`src/rtl/wb_arbiter_queued_pkg.sv`:
```
// Shared types and default widths for the writeback arbiter slice.
package wb_pkg;

  localparam int XLEN_DEF = 32;
  localparam int RA_W_DEF = 5;

  // Pipeline result source; the reserved code decodes exactly like the ALU source.
  typedef enum logic [1:0] {
    WB_ALU  = 2'b00,
    WB_MEM  = 2'b01,
    WB_LINK = 2'b10,
    WB_RSVD = 2'b11
  } wb_sel_e;

endpackage

```
`src/rtl/wb_sync_fifo.sv`:
```
// Small synchronous FIFO that buffers long-latency results ahead of the register-file port.
module wb_sync_fifo #(
  parameter int WIDTH = 37,
  parameter int DEPTH = 4,
  localparam int AW = $clog2(DEPTH),
  localparam int CW = AW + 1
) (
  input  logic             clk_i,
  input  logic             reset_i,
  input  logic             push_i,
  input  logic [WIDTH-1:0] wdata_i,
  input  logic             pop_i,
  output logic [WIDTH-1:0] rdata_o,
  output logic [CW-1:0]    count_o,
  output logic             full_o,
  output logic             empty_o
);

  logic [WIDTH-1:0] mem_q [DEPTH];
  logic [AW-1:0]    wr_ptr_q, rd_ptr_q;
  logic [CW-1:0]    count_q;
  logic             push_ok, pop_ok;

  assign full_o  = (count_q == CW'(DEPTH));
  assign empty_o = (count_q == '0);
  assign push_ok = push_i & ~full_o;
  assign pop_ok  = pop_i & ~empty_o;
  assign rdata_o = mem_q[rd_ptr_q];
  assign count_o = count_q;

  // Pointers are log2(DEPTH) wide, so they wrap modulo DEPTH on their own.
  always_ff @(posedge clk_i or negedge reset_i) begin
    if (!reset_i) begin
      wr_ptr_q <= '0;
      rd_ptr_q <= '0;
      count_q  <= '0;
    end else begin
      if (push_ok) wr_ptr_q <= wr_ptr_q + 1'b1;
      if (pop_ok)  rd_ptr_q <= rd_ptr_q + 1'b1;
      case ({push_ok, pop_ok})
        2'b10:   count_q <= count_q + 1'b1;
        2'b01:   count_q <= count_q - 1'b1;
        default: count_q <= count_q;
      endcase
    end
  end

  always_ff @(posedge clk_i) begin
    if (push_ok) mem_q[wr_ptr_q] <= wdata_i;
  end

endmodule

```
`src/rtl/wb_arbiter_queued.sv`:
```
// Writeback arbiter: merges the in-order pipeline result with queued long-latency results
// onto the single register-file write port. reset_i is asynchronous and active-low.
module wb_arbiter_queued
  import wb_pkg::*;
#(
  parameter int XLEN         = XLEN_DEF,
  parameter int RA_W         = RA_W_DEF,
  parameter int LQ_DEPTH     = 4,
  parameter int STARVE_LIMIT = 8,
  localparam int CNT_W = $clog2(LQ_DEPTH) + 1,
  localparam int SW    = $clog2(STARVE_LIMIT + 1)
) (
  input  logic             clk_i,
  input  logic             reset_i,
  input  logic             pipe_valid_i,
  input  logic             pipe_we_i,
  input  logic [RA_W-1:0]  pipe_rd_i,
  input  logic [1:0]       pipe_sel_i,
  input  logic [XLEN-1:0]  pipe_alu_i,
  input  logic [XLEN-1:0]  pipe_mem_i,
  input  logic [XLEN-1:0]  pipe_link_i,
  input  logic             lat_valid_i,
  output logic             lat_ready_o,
  input  logic [RA_W-1:0]  lat_rd_i,
  input  logic [XLEN-1:0]  lat_data_i,
  output logic             rf_we_o,
  output logic [RA_W-1:0]  rf_waddr_o,
  output logic [XLEN-1:0]  rf_wdata_o,
  output logic             wb_stall_o,
  output logic [CNT_W-1:0] lq_count_o
);

  logic             pipe_req, push, pop, lq_full, lq_empty;
  logic [RA_W-1:0]  head_rd;
  logic [XLEN-1:0]  head_data, pipe_result;

  logic             rf_we_q, rf_we_d;
  logic [RA_W-1:0]  rf_waddr_q, rf_waddr_d;
  logic [XLEN-1:0]  rf_wdata_q, rf_wdata_d;
  logic             stall_q, stall_d;
  logic [SW-1:0]    starve_q, starve_d;

  assign pipe_req    = pipe_valid_i & pipe_we_i & (pipe_rd_i != '0);
  assign lat_ready_o = ~lq_full;
  assign push        = lat_valid_i & lat_ready_o;

  wb_sync_fifo #(
    .WIDTH(RA_W + XLEN),
    .DEPTH(LQ_DEPTH)
  ) u_lq (
    .clk_i   (clk_i),
    .reset_i (reset_i),
    .push_i  (push),
    .wdata_i ({lat_rd_i, lat_data_i}),
    .pop_i   (pop),
    .rdata_o ({head_rd, head_data}),
    .count_o (lq_count_o),
    .full_o  (lq_full),
    .empty_o (lq_empty)
  );

  always_comb begin
    case (wb_sel_e'(pipe_sel_i))
      WB_MEM:  pipe_result = pipe_mem_i;
      WB_LINK: pipe_result = pipe_link_i;
      default: pipe_result = pipe_alu_i;
    endcase
  end

  // A pipe request always wins; a well-behaved upstream keeps the slot empty
  // while wb_stall is high, which hands the port to the queue head.
  always_comb begin
    rf_we_d    = 1'b0;
    rf_waddr_d = rf_waddr_q;
    rf_wdata_d = rf_wdata_q;
    starve_d   = '0;
    stall_d    = 1'b0;
    pop        = 1'b0;
    if (pipe_req) begin
      rf_we_d    = 1'b1;
      rf_waddr_d = pipe_rd_i;
      rf_wdata_d = pipe_result;
      if (!lq_empty) starve_d = starve_q + 1'b1;
    end else if (!lq_empty) begin
      pop        = 1'b1;
      rf_we_d    = (head_rd != '0);
      rf_waddr_d = head_rd;
      rf_wdata_d = head_data;
    end
    if (starve_d == SW'(STARVE_LIMIT)) begin
      stall_d  = 1'b1;
      starve_d = '0;
    end
  end

  always_ff @(posedge clk_i or negedge reset_i) begin
    if (!reset_i) begin
      rf_we_q    <= 1'b0;
      rf_waddr_q <= '0;
      rf_wdata_q <= '0;
      stall_q    <= 1'b0;
      starve_q   <= '0;
    end else begin
      rf_we_q    <= rf_we_d;
      rf_waddr_q <= rf_waddr_d;
      rf_wdata_q <= rf_wdata_d;
      stall_q    <= stall_d;
      starve_q   <= starve_d;
    end
  end

  assign rf_we_o    = rf_we_q;
  assign rf_waddr_o = rf_waddr_q;
  assign rf_wdata_o = rf_wdata_q;
  assign wb_stall_o = stall_q;

  pipeDuringStall: assert property (@(posedge clk_i) disable iff (!reset_i)
    wb_stall_o |-> !pipe_valid_i);

endmodule
```
`config.mk`:
```
export PLATFORM = sky130hd
export DESIGN_NAME = wb_arbiter_queued
export DESIGN_NICKNAME = d
export VERILOG_FILES = /design/src/rtl/wb_arbiter_queued_pkg.sv /design/src/rtl/wb_sync_fifo.sv /design/src/rtl/wb_arbiter_queued.sv
export SDC_FILE = /design/constraint.sdc
export NUM_CORES = 1
export LEC_CHECK = 0
export ABC_CLOCK_PERIOD_IN_PS = 5600
export CORE_ASPECT_RATIO = 1.75
export CORE_MARGIN = 4
export CORE_UTILIZATION = 35
export CTS_CLUSTER_SIZE = 8
export DETAILED_ROUTE_END_ITERATION = 16
export PLACE_DENSITY_LB_ADDON = 0.1
export SLEW_MARGIN = 15
export SYNTH_ARGS = -nofsm -noshare
export SYNTH_HDL_FRONTEND = slang
export SYNTH_SLANG_ARGS = --single-unit
```
`constraint.sdc`:
```
create_clock -name clk_i -period 5.6 [get_ports clk_i]
set_input_delay 1.12 -clock clk_i [delete_from_list [all_inputs] [get_ports clk_i]]
set_output_delay 1.12 -clock clk_i [all_outputs]
set_load 0.05 [all_outputs]
```
After elaboration in Yosys (flattened, before gate mapping)

Memories as Yosys holds them, arrays and structs flattened.
Cells that the tools add are included.

Memories: 1
Word-level logic and storage cells: 48
Output and inout bits: 43
Bits in registers: 50
Bits in writable memories: 148

Bitwise logic cells: 7
Reductions and logical operators: 4
Eq/ne operators: 7
Add/sub/neg operators: 5
Muxes and demuxes: 16

Memories:

| name       | words | bits a word | read ports | clocked after memory_dff | wr ports | RTL line           | source |
|---|---|---|---|---|---|---|---|
| u_lq.mem_q | 4     | 37          | 1          | 0                        | 1        | wb_sync_fifo.sv:19 | `logic [WIDTH-1:0] mem_q [DEPTH];` |

Operator list:

| cell                                                                  | number |
|---|---|
| 32-bit 2-to-1 mux                                                     | 2 |
| 32-bit one-hot mux with 2 select lines                                | 1 |
| 4-bit 2-to-1 mux                                                      | 3 |
| 5-bit 2-to-1 mux                                                      | 2 |
| 5-bit nonzero test                                                    | 2 |
| 1-bit 2-to-1 mux                                                      | 7 |
| 3-bit one-hot mux with 2 select lines                                 | 1 |
| 1-bit AND                                                             | 5 |
| 2-bit by 1-bit adder with 2-bit output, second input constant         | 2 |
| 4-bit by 1-bit adder with 4-bit output, second input constant         | 1 |
| 2-bit by 1-bit equality test with 1-bit output, second input constant | 2 |
| 2-bit equality test, second input constant                            | 2 |
| 4-bit equality test, second input constant                            | 1 |
| 3-bit by 1-bit adder with 3-bit output, second input constant         | 1 |
| 3-bit equality test, second input constant                            | 1 |
| 3-bit logical NOT                                                     | 1 |
| 3-bit by 1-bit subtractor with 3-bit output, second input constant    | 1 |
| 2-bit inequality test, second input constant                          | 1 |
| 1-bit NOT                                                             | 2 |
| 2-bit nonzero test                                                    | 1 |

Longest topological paths before layout

Depth after elaboration: 6
Depth in mapped cells: 10

Modules after synthesis

From an unflattened synthesis, not the netlist that was laid out.

Cell total of the unflattened synthesis: 462
Area, all modules: 8350.5 µm²

By module, submodules not included:

| module            | cells an instance | area each (µm²) | times used |
|---|---|---|---|
| wb_sync_fifo      | 230               | 5755.5          | 1 |
| wb_arbiter_queued | 232               | 2595.0          | 1 |

Worst setup path after synthesis

No wires, ideal clock.

Path kind: input to register
Start: in pipe_rd_i[1]
End: reg u_lq.count_q[2] (netlist: u_lq.count_o[2])
Setup time: 0.082 ns
Stages: 9
Setup slack: 2.464 ns
Buffers on the path: 0
Arrival: 3.054 ns
Cells stage by stage: or4_1 -> o211ai_2 -> and2_1 -> ha_1 -> inv_1 -> fa_1 -> xor2_1 -> nor2_1 -> xor2_1

Cells in the longest elaborated chain, start to end: 6
Elaborated cells on any way between the ends: 8

Ends and longest elaborated chain:

| item                                                                                  | RTL line                | source |
|---|---|---|
| start: declaration                                                                    | wb_arbiter_queued.sv:17 | `input logic [RA_W-1:0] pipe_rd_i,` |
| 5-bit nonzero test (*)                                                                | wb_arbiter_queued.sv:43 | `assign pipe_req = pipe_valid_i & pipe_we_i & (pipe_rd_i != '0);` |
| 1-bit AND (*)                                                                         | wb_arbiter_queued.sv:43 |  |
| 1-bit 2-to-1 mux (*)                                                                  | wb_arbiter_queued.sv:79 | `if (pipe_req) begin` |
| 1-bit AND (*)                                                                         | wb_sync_fifo.sv:27      | `assign pop_ok = pop_i & ~empty_o;` |
| net u_lq.pop_ok                                                                       | wb_sync_fifo.sv:22      | `logic push_ok, pop_ok;` |
| 2-bit by 1-bit equality test with 1-bit output or 2-bit equality test (tied branches) | wb_sync_fifo.sv:40      | `case ({push_ok, pop_ok})` |
| 3-bit one-hot mux with 2 select lines or 2-bit nonzero test (tied branches)           | n/a                     |  |
| end signal: assignment                                                                | wb_sync_fifo.sv:41      | `2'b10: count_q <= count_q + 1'b1;` |
| end signal: assignment                                                                | wb_sync_fifo.sv:42      | `2'b01: count_q <= count_q - 1'b1;` |
| end signal: assignment                                                                | wb_sync_fifo.sv:43      | `default: count_q <= count_q;` |
| end: declaration                                                                      | wb_sync_fifo.sv:21      | `logic [CW-1:0] count_q;` |

The timed path passes the listed nets; every way through them passes the cells marked *.
A chain may end at the register's enable or synchronous reset.

Worst setup path after layout

Ends and elaborated chain as after synthesis.

==> impl_metrics.csv <==
group,metric,value,unit
flow_run,cap_violations,0,
placement,hpwl,14500,µm
synth,synth_top_cells_by_count,"148 x edfxtp_1, 78 x nand2_1, 50 x dfrtp_1, 36 x nor2_1, 35 x a31oi_1",
synth,synth_flop_cell,"edfxtp_1",
drt,wl_per_cell,21.0,µm
setup_path,cp-start-kind,"input port",
hold_path,hold_class,"flip-flop to flip-flop",
setup_path,rr_endpoint,"u_lq.count_o[2]$_DFFE_PN0P_",
grt,grt_pass1_vias,5926,
drt,vias_per_cell,5.12,
setup_path,crit_path_cell_trace,"clkdlybuf4s50_1, or4_1, o211ai_4, and2_1, ha_1, inv_1, fa_1, xor2_1, nor2_1, xor2_1",
sta,layout_min_cycle_time,3.29,ns
die,row_count,74,
synth,synth.area.top_cells,"edfxtp_1 54%, dfrtp_1 15%, mux4_2 9.3%, nand2_1 3.5%, a211oi_1 3.0%",
drt,drt_iter0_drc,261,
synth,syn_area,0.00825,mm²
grt,grt-ovfl-total,0,
synth,synth_nets,695,
setup_path,path_delay_family,"simple AND/OR/NAND/NOR gates",
placement,place_inst,1001,
grt,grt_usage,17.3,%
sta,period_share,58.7,%
setup_path,crit_required,5.97,ns
setup_path,worst-path-stages,10,
drt,drt_wl_total,21700,µm
setup_path,crit_slowest_cell,"or4_1",
sta,slew_headroom,26.1,%
drt,drtPass1Iterations,4,
die,chipHeight,211,µm
pwr,ir_drop,0.202,mV
clocking,cts_buffer_depth,2,
die,die_w,124,µm
setup_path,r2r_start,"u_lq.count_o[0]$_DFFE_PN0P_",
synth,ys_ff_latch,198,
drt,drcViolationCount,0,
synth,synth_most_common_cell,"edfxtp_1",
placement,numPortBuffers,187,
setup_path,cp_common_cell,"xor2_1",
synth,synthArstFlopShare,25.3,%
finish,area_growth,33.6,%
pwr,power,0.00559,W
setup_path,r2r_setup_slack,2.97,ns
synth,synth_edf_count,148,
clocking,clock_sinks,198,
setup_path,worstRegToRegCells,8,
finish,post-route-util,47.4,%
clocking,numCtsBuffers,17,
sta,worst_pin_slew,1.11,ns
finish,fin_cells,1034,
drt,dr_total_vias,5290,
clocking,cts_resized,0,
die,coreArea,0.0232,mm²
clocking,htreeDepth,4,
synth,avgSynthCellArea,15.2,µm²
die,ios,188,
grt,grt_start_max_net_pins,80,
clocking,cts-root-buf,"clkbuf_16",
sta,clock-skew-final,0.0111,ns
setup_path,critical_path_buf_inv_count,2,
clocking,clk_pin_slew,0.07,ns
synth,yosysTopAreaCell,"edfxtp_1",
grt,antenna_found_initial,1,
sta,setup_viol,0,
clocking,cts_tree,"built",
grt,grt_pass1_wl,33200,µm
synth,seq_area_frac_synth,69.1,%
pwr,p_per_area,507,mW/mm²
sta,rsz0062_at_grt,"no",
setup_path,arrival,3.66,ns
die,start_util,35.5,%
sta,fin_setup_tns,0,ns
clocking,clk_latency,0.44,ns
drt,ant_nets,0,
synth,yosys_warnings,0,
clocking,cts_setup_buffers,0,
sta,maxSlewViolCount,0,
run_status,status,"finished clean",
setup_path,critPathLaunch,"pipe_rd_i[1]",
setup_path,crit_path_max_fanout,2,
synth,yosysTopAreaCellShare,53.9,%
sta,timing.fmax,304,MHz
synth,synth_cells,541,
setup_path,cp-end-kind,"flip-flop",
placement,placed_area,0.0104,mm²
sta,hold_violations,0,
finish,drive_gt1_share,11.4,%
placement,place_congestion,0.748,
finish,fin_area,0.0110,mm²
clocking,hold_buffers,0,
setup_path,slowest_delay,0.58,ns
finish,nets,870,
setup_path,worstSetupPathType,"input port to flip-flop",
synth,synth.distinct_cells,31,
pwr,leakagePower,3.84,nW
die,dieArea,0.0262,mm²
setup_path,cp-endpoint,"u_lq.count_o[2]$_DFFE_PN0P_",
through the flow:
step | hold WS [ns] | setup slack (ns)
floorplan | 0.465 | 2.46
global placement | 0.484 | 1.94
detailed placement | 0.521 | 1.85
CTS | 0.527 | 2.32
global route | 0.561 | 2.21
finish | 0.529 | 2.31
cells by family after synthesis:
logic type / count (synthesis) / share of synthesized area (%)
AOI/OAI and AO/OA: 106 / 9.18
xor gates and xnor gates: 8 / 0.850
adders and majority gates: 9 / 1.46
buffers and inverters: 48 / 2.41
DFF: 198 / 69.1
muxes: 39 / 10.5
and+or+nand+nor: 133 / 6.55
routing by layer:
layer | share of wire (%) | GRT usage [%] | vias to the layer above
li1 | - | - | 2456
met1 | 39 | 19.8 | 2663
met2 | 54 | 30.8 | 139
met3 | 4.6 | 3.89 | 32
met4 | 2.4 | 6.69 | 0
met5 | 0 | 0 | -
cells in the final DEF, fill, tap and decap left out, drive strengths merged, types with 2 or more instances in the layout:
master	Yosys	layout
ha	8	8
or4	3	3
a22oi	32	32
o21ai	2	2
and2	3	3
nand3	3	3
inv	10	13
a31oi	35	35
nor3	5	5
clkbuf	26	23
edfxtp	148	148
nand2	78	78
nor2	36	36
buf	12	8
a211oi	33	33
mux4	37	37
xor2	3	3
dfrtp	50	50
xnor2	5	5
a32o	2	2
clkinv	0	5
clkdlybuf4s50	0	186
and3	4	4
flip-flops by register name, summed over array words and instances (netlist names):
signal / cells
rf_waddr_o: 5
rf_wdata_o: 32
rf_we_o: 1
starve_q: 4
u_lq.count_o: 3
u_lq.mem_q: 148
u_lq.rd_ptr_q: 2
u_lq.wr_ptr_q: 2
wb_stall_o: 1
worst min-delay path by stage:
stage	startpoint	endpoint	slack (ns)	depth (start not counted)
finish	starve_q[0]$_DFF_PN0_	starve_q[0]$_DFF_PN0_	0.53	1
global route	starve_q[0]$_DFF_PN0_	starve_q[0]$_DFF_PN0_	0.56	1
CTS	starve_q[0]$_DFF_PN0_	starve_q[0]$_DFF_PN0_	0.53	1
detailed placement	starve_q[0]$_DFF_PN0_	starve_q[0]$_DFF_PN0_	0.52	1
global placement	starve_q[0]$_DFF_PN0_	starve_q[0]$_DFF_PN0_	0.48	1
floorplan	starve_q[0]$_DFF_PN0_	starve_q[0]$_DFF_PN0_	0.47	1
power by group:
| part | switching, W | total [W] | internal, W |
|---|---|---|---|
| registers | 0.000258 | 0.00225 | 0.00200 |
| clock network | 0.000527 | 0.00123 | 0.000706 |
| logic | 0.00125 | 0.00210 | 0.000849 |
| total | 0.00203 | 0.00559 | 0.00355 |
cell type report:
cell class,instances,area [µm²]
repair buffers,194,1920
well taps,304,380
multi-input cells,295,2380
clock inverters,9,83.8
flip-flops and latches,198,5700
clock buffers,23,522
inverters,10,37.5
fillers,2068,12200
diodes,1,2.50
Power figures use the tool's default switching activity.
